===== config.mk =====
export PLATFORM = sky130hd
export DESIGN_NAME = stopwatch_digit_source
export DESIGN_NICKNAME = d
export VERILOG_FILES = /design/src/rtl/stopwatch_digit_source.sv
export SDC_FILE = /design/constraint.sdc
export NUM_CORES = 1
export LEC_CHECK = 0
export BUFFER_PORTS_ARGS = -buffer_cell sky130_fd_sc_hd__buf_2
export CAP_MARGIN = 20
export CORE_UTILIZATION = 45
export CTS_CLUSTER_DIAMETER = 200
export DETAILED_ROUTE_END_ITERATION = 10
export PLACE_DENSITY_LB_ADDON = 0.1
export SETUP_SLACK_MARGIN = 0.4
export SYNTH_ARGS = -nofsm -noshare
export SYNTH_HDL_FRONTEND = slang
export SYNTH_HIERARCHICAL = 1
export SYNTH_SLANG_ARGS = --single-unit
export TNS_END_PERCENT = 10

===== constraint.sdc =====
create_clock -name clk -period 5.25 [get_ports clk]
set_input_delay 0 -clock clk [delete_from_list [all_inputs] [get_ports clk]]
set_output_delay 0 -clock clk [all_outputs]
set_load 0.01 [all_outputs]

===== src/rtl/stopwatch_digit_source.sv =====
// -----------------------------------------------------------------------------
// stopwatch_digit_source
//
// Four-digit BCD stopwatch. It feeds the val3..val0 nibbles of a quad
// seven-segment display driver. Two raw push-buttons (start/stop and clear)
// are synchronised and debounced. The system clock is divided down to a
// count tick, and each tick advances a cascaded BCD counter.
//
// Parameters
//   TICK_DIV   : clock cycles per count tick (>= 2)
//   DEB_CYCLES : consecutive stable cycles before a button level is accepted (>= 2)
//
// Ports
//   clk      in   system clock, rising edge
//   rst_n    in   synchronous active-low reset
//   btn_ss   in   raw start/stop button (asynchronous, active-high)
//   btn_clr  in   raw clear button (asynchronous, active-high)
//   val3     out  thousands digit (BCD), registered
//   val2     out  hundreds digit (BCD), registered
//   val1     out  tens digit (BCD), registered
//   val0     out  units digit (BCD), registered
//   running  out  high while counting, registered
//   ovf      out  sticky 9999 -> 0000 wrap flag, registered
//
// Handshake note: there is no valid/ready interface. Each conditioned button
// produces a single-cycle press pulse. The run-control logic consumes that
// pulse on the clock edge that ends the pulse cycle. No back-pressure exists.
// -----------------------------------------------------------------------------

// -----------------------------------------------------------------------------
// stopwatch_btn_cond
//
// Conditions one button input: a two-flop synchroniser, then a counter-based
// debouncer, then rising-edge detection.
//
// Ports
//   clk      in   system clock
//   rst_n    in   synchronous active-low reset
//   btn_raw  in   raw asynchronous button level
//   press_o  out  one-cycle registered pulse on each accepted press
// -----------------------------------------------------------------------------
module stopwatch_btn_cond #(
  parameter int DEB_CYCLES = 1000000
) (
  input  logic clk,
  input  logic rst_n,
  input  logic btn_raw,
  output logic press_o
);

  localparam int DEB_W = (DEB_CYCLES > 2) ? $clog2(DEB_CYCLES) : 1;
  localparam logic [DEB_W-1:0] DEB_LAST = DEB_W'(DEB_CYCLES - 1);
  localparam logic [DEB_W-1:0] DEB_ONE  = DEB_W'(1);

  logic             sync1_q, sync1_d;
  logic             sync2_q, sync2_d;
  logic [DEB_W-1:0] cnt_q, cnt_d;
  logic             deb_q, deb_d;
  logic             deb_prev_q, deb_prev_d;
  logic             press_q, press_d;

  always_comb begin
    sync1_d    = btn_raw;
    sync2_d    = sync1_q;
    cnt_d      = '0;
    deb_d      = deb_q;
    // The counter only runs while the synchronised level disagrees with the
    // accepted level. Any agreement restarts the count, which is why a glitch
    // shorter than DEB_CYCLES is discarded.
    if (sync2_q != deb_q) begin
      if (cnt_q == DEB_LAST) begin
        deb_d = sync2_q;
        cnt_d = '0;
      end else begin
        cnt_d = cnt_q + DEB_ONE;
      end
    end
    deb_prev_d = deb_q;
    // Rising edge of the accepted level only. A release and a long hold give
    // no further pulse.
    press_d    = deb_q & ~deb_prev_q;
  end

  always_ff @(posedge clk) begin
    if (!rst_n) begin
      sync1_q    <= 1'b0;
      sync2_q    <= 1'b0;
      cnt_q      <= '0;
      deb_q      <= 1'b0;
      deb_prev_q <= 1'b0;
      press_q    <= 1'b0;
    end else begin
      sync1_q    <= sync1_d;
      sync2_q    <= sync2_d;
      cnt_q      <= cnt_d;
      deb_q      <= deb_d;
      deb_prev_q <= deb_prev_d;
      press_q    <= press_d;
    end
  end

  assign press_o = press_q;

endmodule

// -----------------------------------------------------------------------------
// Top level
// -----------------------------------------------------------------------------
module stopwatch_digit_source #(
  parameter int TICK_DIV   = 1000000,
  parameter int DEB_CYCLES = 1000000
) (
  input  logic       clk,
  input  logic       rst_n,
  input  logic       btn_ss,
  input  logic       btn_clr,
  output logic [3:0] val3,
  output logic [3:0] val2,
  output logic [3:0] val1,
  output logic [3:0] val0,
  output logic       running,
  output logic       ovf
);

  localparam int PRE_W = (TICK_DIV > 2) ? $clog2(TICK_DIV) : 1;
  localparam logic [PRE_W-1:0] PRE_LAST = PRE_W'(TICK_DIV - 1);
  localparam logic [PRE_W-1:0] PRE_ONE  = PRE_W'(1);

  logic ss_press;
  logic clr_press;

  stopwatch_btn_cond #(.DEB_CYCLES(DEB_CYCLES)) u_ss_cond (
    .clk     (clk),
    .rst_n   (rst_n),
    .btn_raw (btn_ss),
    .press_o (ss_press)
  );

  stopwatch_btn_cond #(.DEB_CYCLES(DEB_CYCLES)) u_clr_cond (
    .clk     (clk),
    .rst_n   (rst_n),
    .btn_raw (btn_clr),
    .press_o (clr_press)
  );

  logic [PRE_W-1:0] presc_q, presc_d;
  logic [3:0][3:0]  dig_q, dig_d;
  logic             running_q, running_d;
  logic             ovf_q, ovf_d;
  logic             tick;
  logic             carry;

  always_comb begin
    presc_d   = presc_q;
    dig_d     = dig_q;
    running_d = running_q;
    ovf_d     = ovf_q;
    carry     = 1'b0;

    // The tick uses the current (pre-toggle) running value. A start/stop
    // pulse that lands on the tick cycle therefore still applies that tick.
    tick = running_q && (presc_q == PRE_LAST);

    // The prescaler holds while stopped, so a restart resumes mid-period.
    if (running_q) begin
      if (tick) begin
        presc_d = '0;
      end else begin
        presc_d = presc_q + PRE_ONE;
      end
    end

    // BCD ripple: the carry starts as the tick and propagates through each
    // digit that is at 9. The >= guard keeps every digit inside 0..9.
    carry = tick;
    for (int i = 0; i < 4; i++) begin
      if (carry) begin
        if (dig_q[i] >= 4'd9) begin
          dig_d[i] = 4'd0;
        end else begin
          dig_d[i] = dig_q[i] + 4'd1;
          carry    = 1'b0;
        end
      end
    end
    // A carry out of the thousands digit means 9999 -> 0000.
    ovf_d = ovf_q | carry;

    if (ss_press) begin
      running_d = ~running_q;
    end

    // Clear overrides the tick in the same cycle. It does not touch running.
    if (clr_press) begin
      dig_d   = '0;
      presc_d = '0;
      ovf_d   = 1'b0;
    end
  end

  always_ff @(posedge clk) begin
    if (!rst_n) begin
      presc_q   <= '0;
      dig_q     <= '0;
      running_q <= 1'b0;
      ovf_q     <= 1'b0;
    end else begin
      presc_q   <= presc_d;
      dig_q     <= dig_d;
      running_q <= running_d;
      ovf_q     <= ovf_d;
    end
  end

  assign val0    = dig_q[0];
  assign val1    = dig_q[1];
  assign val2    = dig_q[2];
  assign val3    = dig_q[3];
  assign running = running_q;
  assign ovf     = ovf_q;

endmodule


==> results.md <==
* Status: completed
* Switching pwr at 245 uW
* Worst-Margin Slew at 741 ps
* First-pass GRT wire length at 13700 um
* Avg WL per Cell at 12.8 um
* Worst Reg-to-Reg Cells at 5
* Worst skew pair latency at 350 ps
* Synthesis-to-finish area growth at 8.95%
* Cell internal pwr at 957 uW
* EDFF count, synth at 0
* HP Class: in -> reg
* Clock power frac at 43.0%
* Row cnt at 35
* Post-DP HPWL at 5550 um
* First-pass detailed-route iteration total at 5
* CTS H-tree depth at 3
* Fillers at 908
* Post-Syn Instances at 473
* PD cells at 256 nW/um^2
* Antenna cells at 0
* Combinational share of power at 1.4%
* Commonest cells after routing, fill and taps aside: dfxtp_1 (88), nor2_1 (39), nand2_1 (29), a21oi_1 (27)
* Synthesis-stage register bit count at 88
* Critical path endpoint: val2[1]$_SDFFE_PP0P_
* Gp weighted congestion at 0.753
* Vias at 3352
* Yosys cell types at 54
* Top_reg_cell synth: dfxtp_1
* Max-cap viol count at 0
* Clk pin slew, worst setup/hold paths at 80 ps
* Largest net degree at the start of global routing at 23
* GRT Residual Overflow at 0
* Die Y-Extent at 100 um
* Syn_nets at 492
* Final Hold Vio Count at 0
* CTS Buf Count at 9
* Async S/R FF share, synth at 0%
* Crit path capture type: flop
* Sink Count at 88
* Mapped Avg Cell Area at 9.13 sq um
* Post-Syn Area at 4320 sq um
* DRC viols at 0
* Tcrit/Tclk final at 46.9%
* CP max FO at 22
* Lkg Pwr at 1.68 nW
* Reg2reg setup slack at 2790 ps
* Die W at 100 um
* Synth warn at 6
* Die area at 9990 sq um
* Initial antenna violation count at 0
* FF-to-FF Start: presc_q[0]$_SDFFE_PP0P_
* # port buffers at 21
* Slew headroom at 50.6%
* Initial Util at 46.5%
* Switching share of total power at 20.4%
* Sequential share of power at 55.7%
* Minimum clock period at 2460 ps
* Core footprint at 9280 sq um
* Startpoint Class: flop
* Seq/Total Area, Yosys at 40.8%
* Number of global-route vias before repair at 3016
* Layout cells sized above 1 at 12.4%
* CTS tree: yes
* Nets at 506
* RSZ-0062 raised after global routing: no
* VDD IR max at 0.000143 V
* Setup TNS at 0 ps
* Max Buffers Root-to-Sink at 2
* Tot GR Track Use at 16.8%
* Drt via density at 5.40
* Num ports at 22
* Kind of critical path: reg -> reg
* Root Buffer: clkbuf_8
* DRT Wirelength at 7940 um
* Fin. max-slew vios at 0
* Antenna viol nets, final at 0
* WP data required at 5490 ps
* Worst Clk Skew at 13.5 ps
* Initial DRC count at 107
* Commonest non-fill, non-tap cell in the layout: dfxtp_1
* Reg2reg end: val2[1]$_SDFFE_PP0P_
* Setup crit start: presc_q[0]$_SDFFE_PP0P_
* Setup-failing EPs final at 0
* Fmax at 406 MHz
* Final hold slack at 22.9 ps
* Crit path DAT at 2710 ps
## routing by layer
| layer | vias up | global-route usage (%) | wire length [um] |
|---|---|---|---|
| li1 | 1732 | - | - |
| met1 | 1574 | 21.7 | 4020 |
| met2 | 38 | 27.7 | 3620 |
| met3 | 8 | 4.18 | 213 |
| met4 | 0 | 4.75 | 95 |
| met5 | - | 0 | 0 |
## power groups by stage
stage                     clock network (mW)  registers (mW)  logic (mW)
after floorplan                            0           0.685      0.0107
after global placement                     0           0.685      0.0156
after detailed placement                   0           0.685      0.0158
after CTS                              0.538           0.669      0.0169
after global routing                   0.564           0.670      0.0186
final                                  0.516           0.669      0.0164
## cell usage after synthesis, drive strengths merged, types with 3 or more instances
library cell  instances  area (sq um)
nand2b                4          25.0
o22ai                 4          25.0
nor2                 39           146
nor2b                 8          50.1
and4                  8          75.1
xnor2                11          96.3
inv                  18          67.6
and3                 11          71.3
nand3                26           135
o21ai                21           109
a21oi                29           153
or3b                  4          35.0
nand2                29           109
dfxtp                88          1760
nor4                  6          37.5
nor4b                 6          82.6
xor2                 25           219
nand4                24           180
o31ai                 8          60.1
o21a                  6          45.0
nand4b                6          58.8
mux2i                 3          30.0
ha                   15           188
and2                 10          62.6
o211ai                4          57.6
or4                   9          71.3
buf                  15           106
nor3                  3          15.0
clkbuf                6          23.8
or4b                  4          47.6
nor3b                 3          22.5
or3                  14          90.1
## repair_timing
action                    4_1_cts  5_1_grt
buffers inserted                0        0
gates resized for setup         0        0
hold endpoints to repair        2        0
hold buffers                    2        0
## worst max-delay path: stages, from the launching register on
cell and delay (ps):
dfxtp_1 380, ha_1 200, and4_1 340, nand4b_2 470, or3_1 650, mux2_4 330
## registers in the layout, summed over array words and instances, names as in the netlist, 4 cells and up
name              flops
u_ss_cond/cnt_q      20
u_clr_cond/cnt_q     20
val0                  4
presc_q              20
val3                  4
val1                  4
val2                  4
## logic make-up (layout without fill, tap and decap cells)
group | Yosys count | count (layout) | synth area share [%]
compound gates | 76 | 76 | 11.2
simple gates | 215 | 215 | 30.7
fa+ha+maj | 15 | 15 | 4.35
flops | 88 | 88 | 40.8
mux | 4 | 4 | 1.04
xor+xnor | 36 | 36 | 7.30
buf+inv | 39 | 58 | 4.58
## cell type report
class | instances | area, sq um | area share, %
Inverter | 18 | 67.6 | 1.44
Sequential cell | 88 | 1760 | 37.4
Clock inverter | 4 | 77.6 | 1.65
Timing Repair Buffer | 24 | 133 | 2.82
Multi-Input combinational cell | 346 | 2360 | 50.1
Tap cell | 129 | 161 | 3.43
Clock buffer | 12 | 145 | 3.09
## worst min path at each step
stage            from                                  to  slack (ps)  cells past startpoint
3_5_place_dp   btn_ss        u_ss_cond/sync1_q$_SDFF_PN0_         210                      2
3_3_place_gp   btn_ss        u_ss_cond/sync1_q$_SDFF_PN0_         200                      2
6_report        rst_n   u_ss_cond/deb_prev_d$_SDFFE_PN0P_          20                      2
4_1_cts         rst_n   u_ss_cond/deb_prev_d$_SDFFE_PN0P_          10                      2
5_1_grt         rst_n   u_ss_cond/deb_prev_d$_SDFFE_PN0P_          20                      2
2_1_floorplan   rst_n  u_clr_cond/deb_prev_d$_SDFFE_PN0P_         120                      1
## stage by stage
| stage | area, sq um | instances | utilization [%] | setup WS, ps | power (mW) |
|---|---|---|---|---|---|
| 2_1_floorplan | 4320 | 473 | - | 3230 | 0.696 |
| 3_3_place_gp | 4460 | 603 | 48.1 | 2840 | 0.701 |
| 3_5_place_dp | 4460 | 603 | 48.1 | 2810 | 0.701 |
| 4_1_cts | 4700 | 621 | 50.7 | 2810 | 1.22 |
| 5_1_grt | 4700 | 621 | 50.7 | 2540 | 1.25 |
| 6_report | 4700 | 621 | 50.7 | 2790 | 1.20 |
Note: power is estimated with default switching activity, not from simulation.
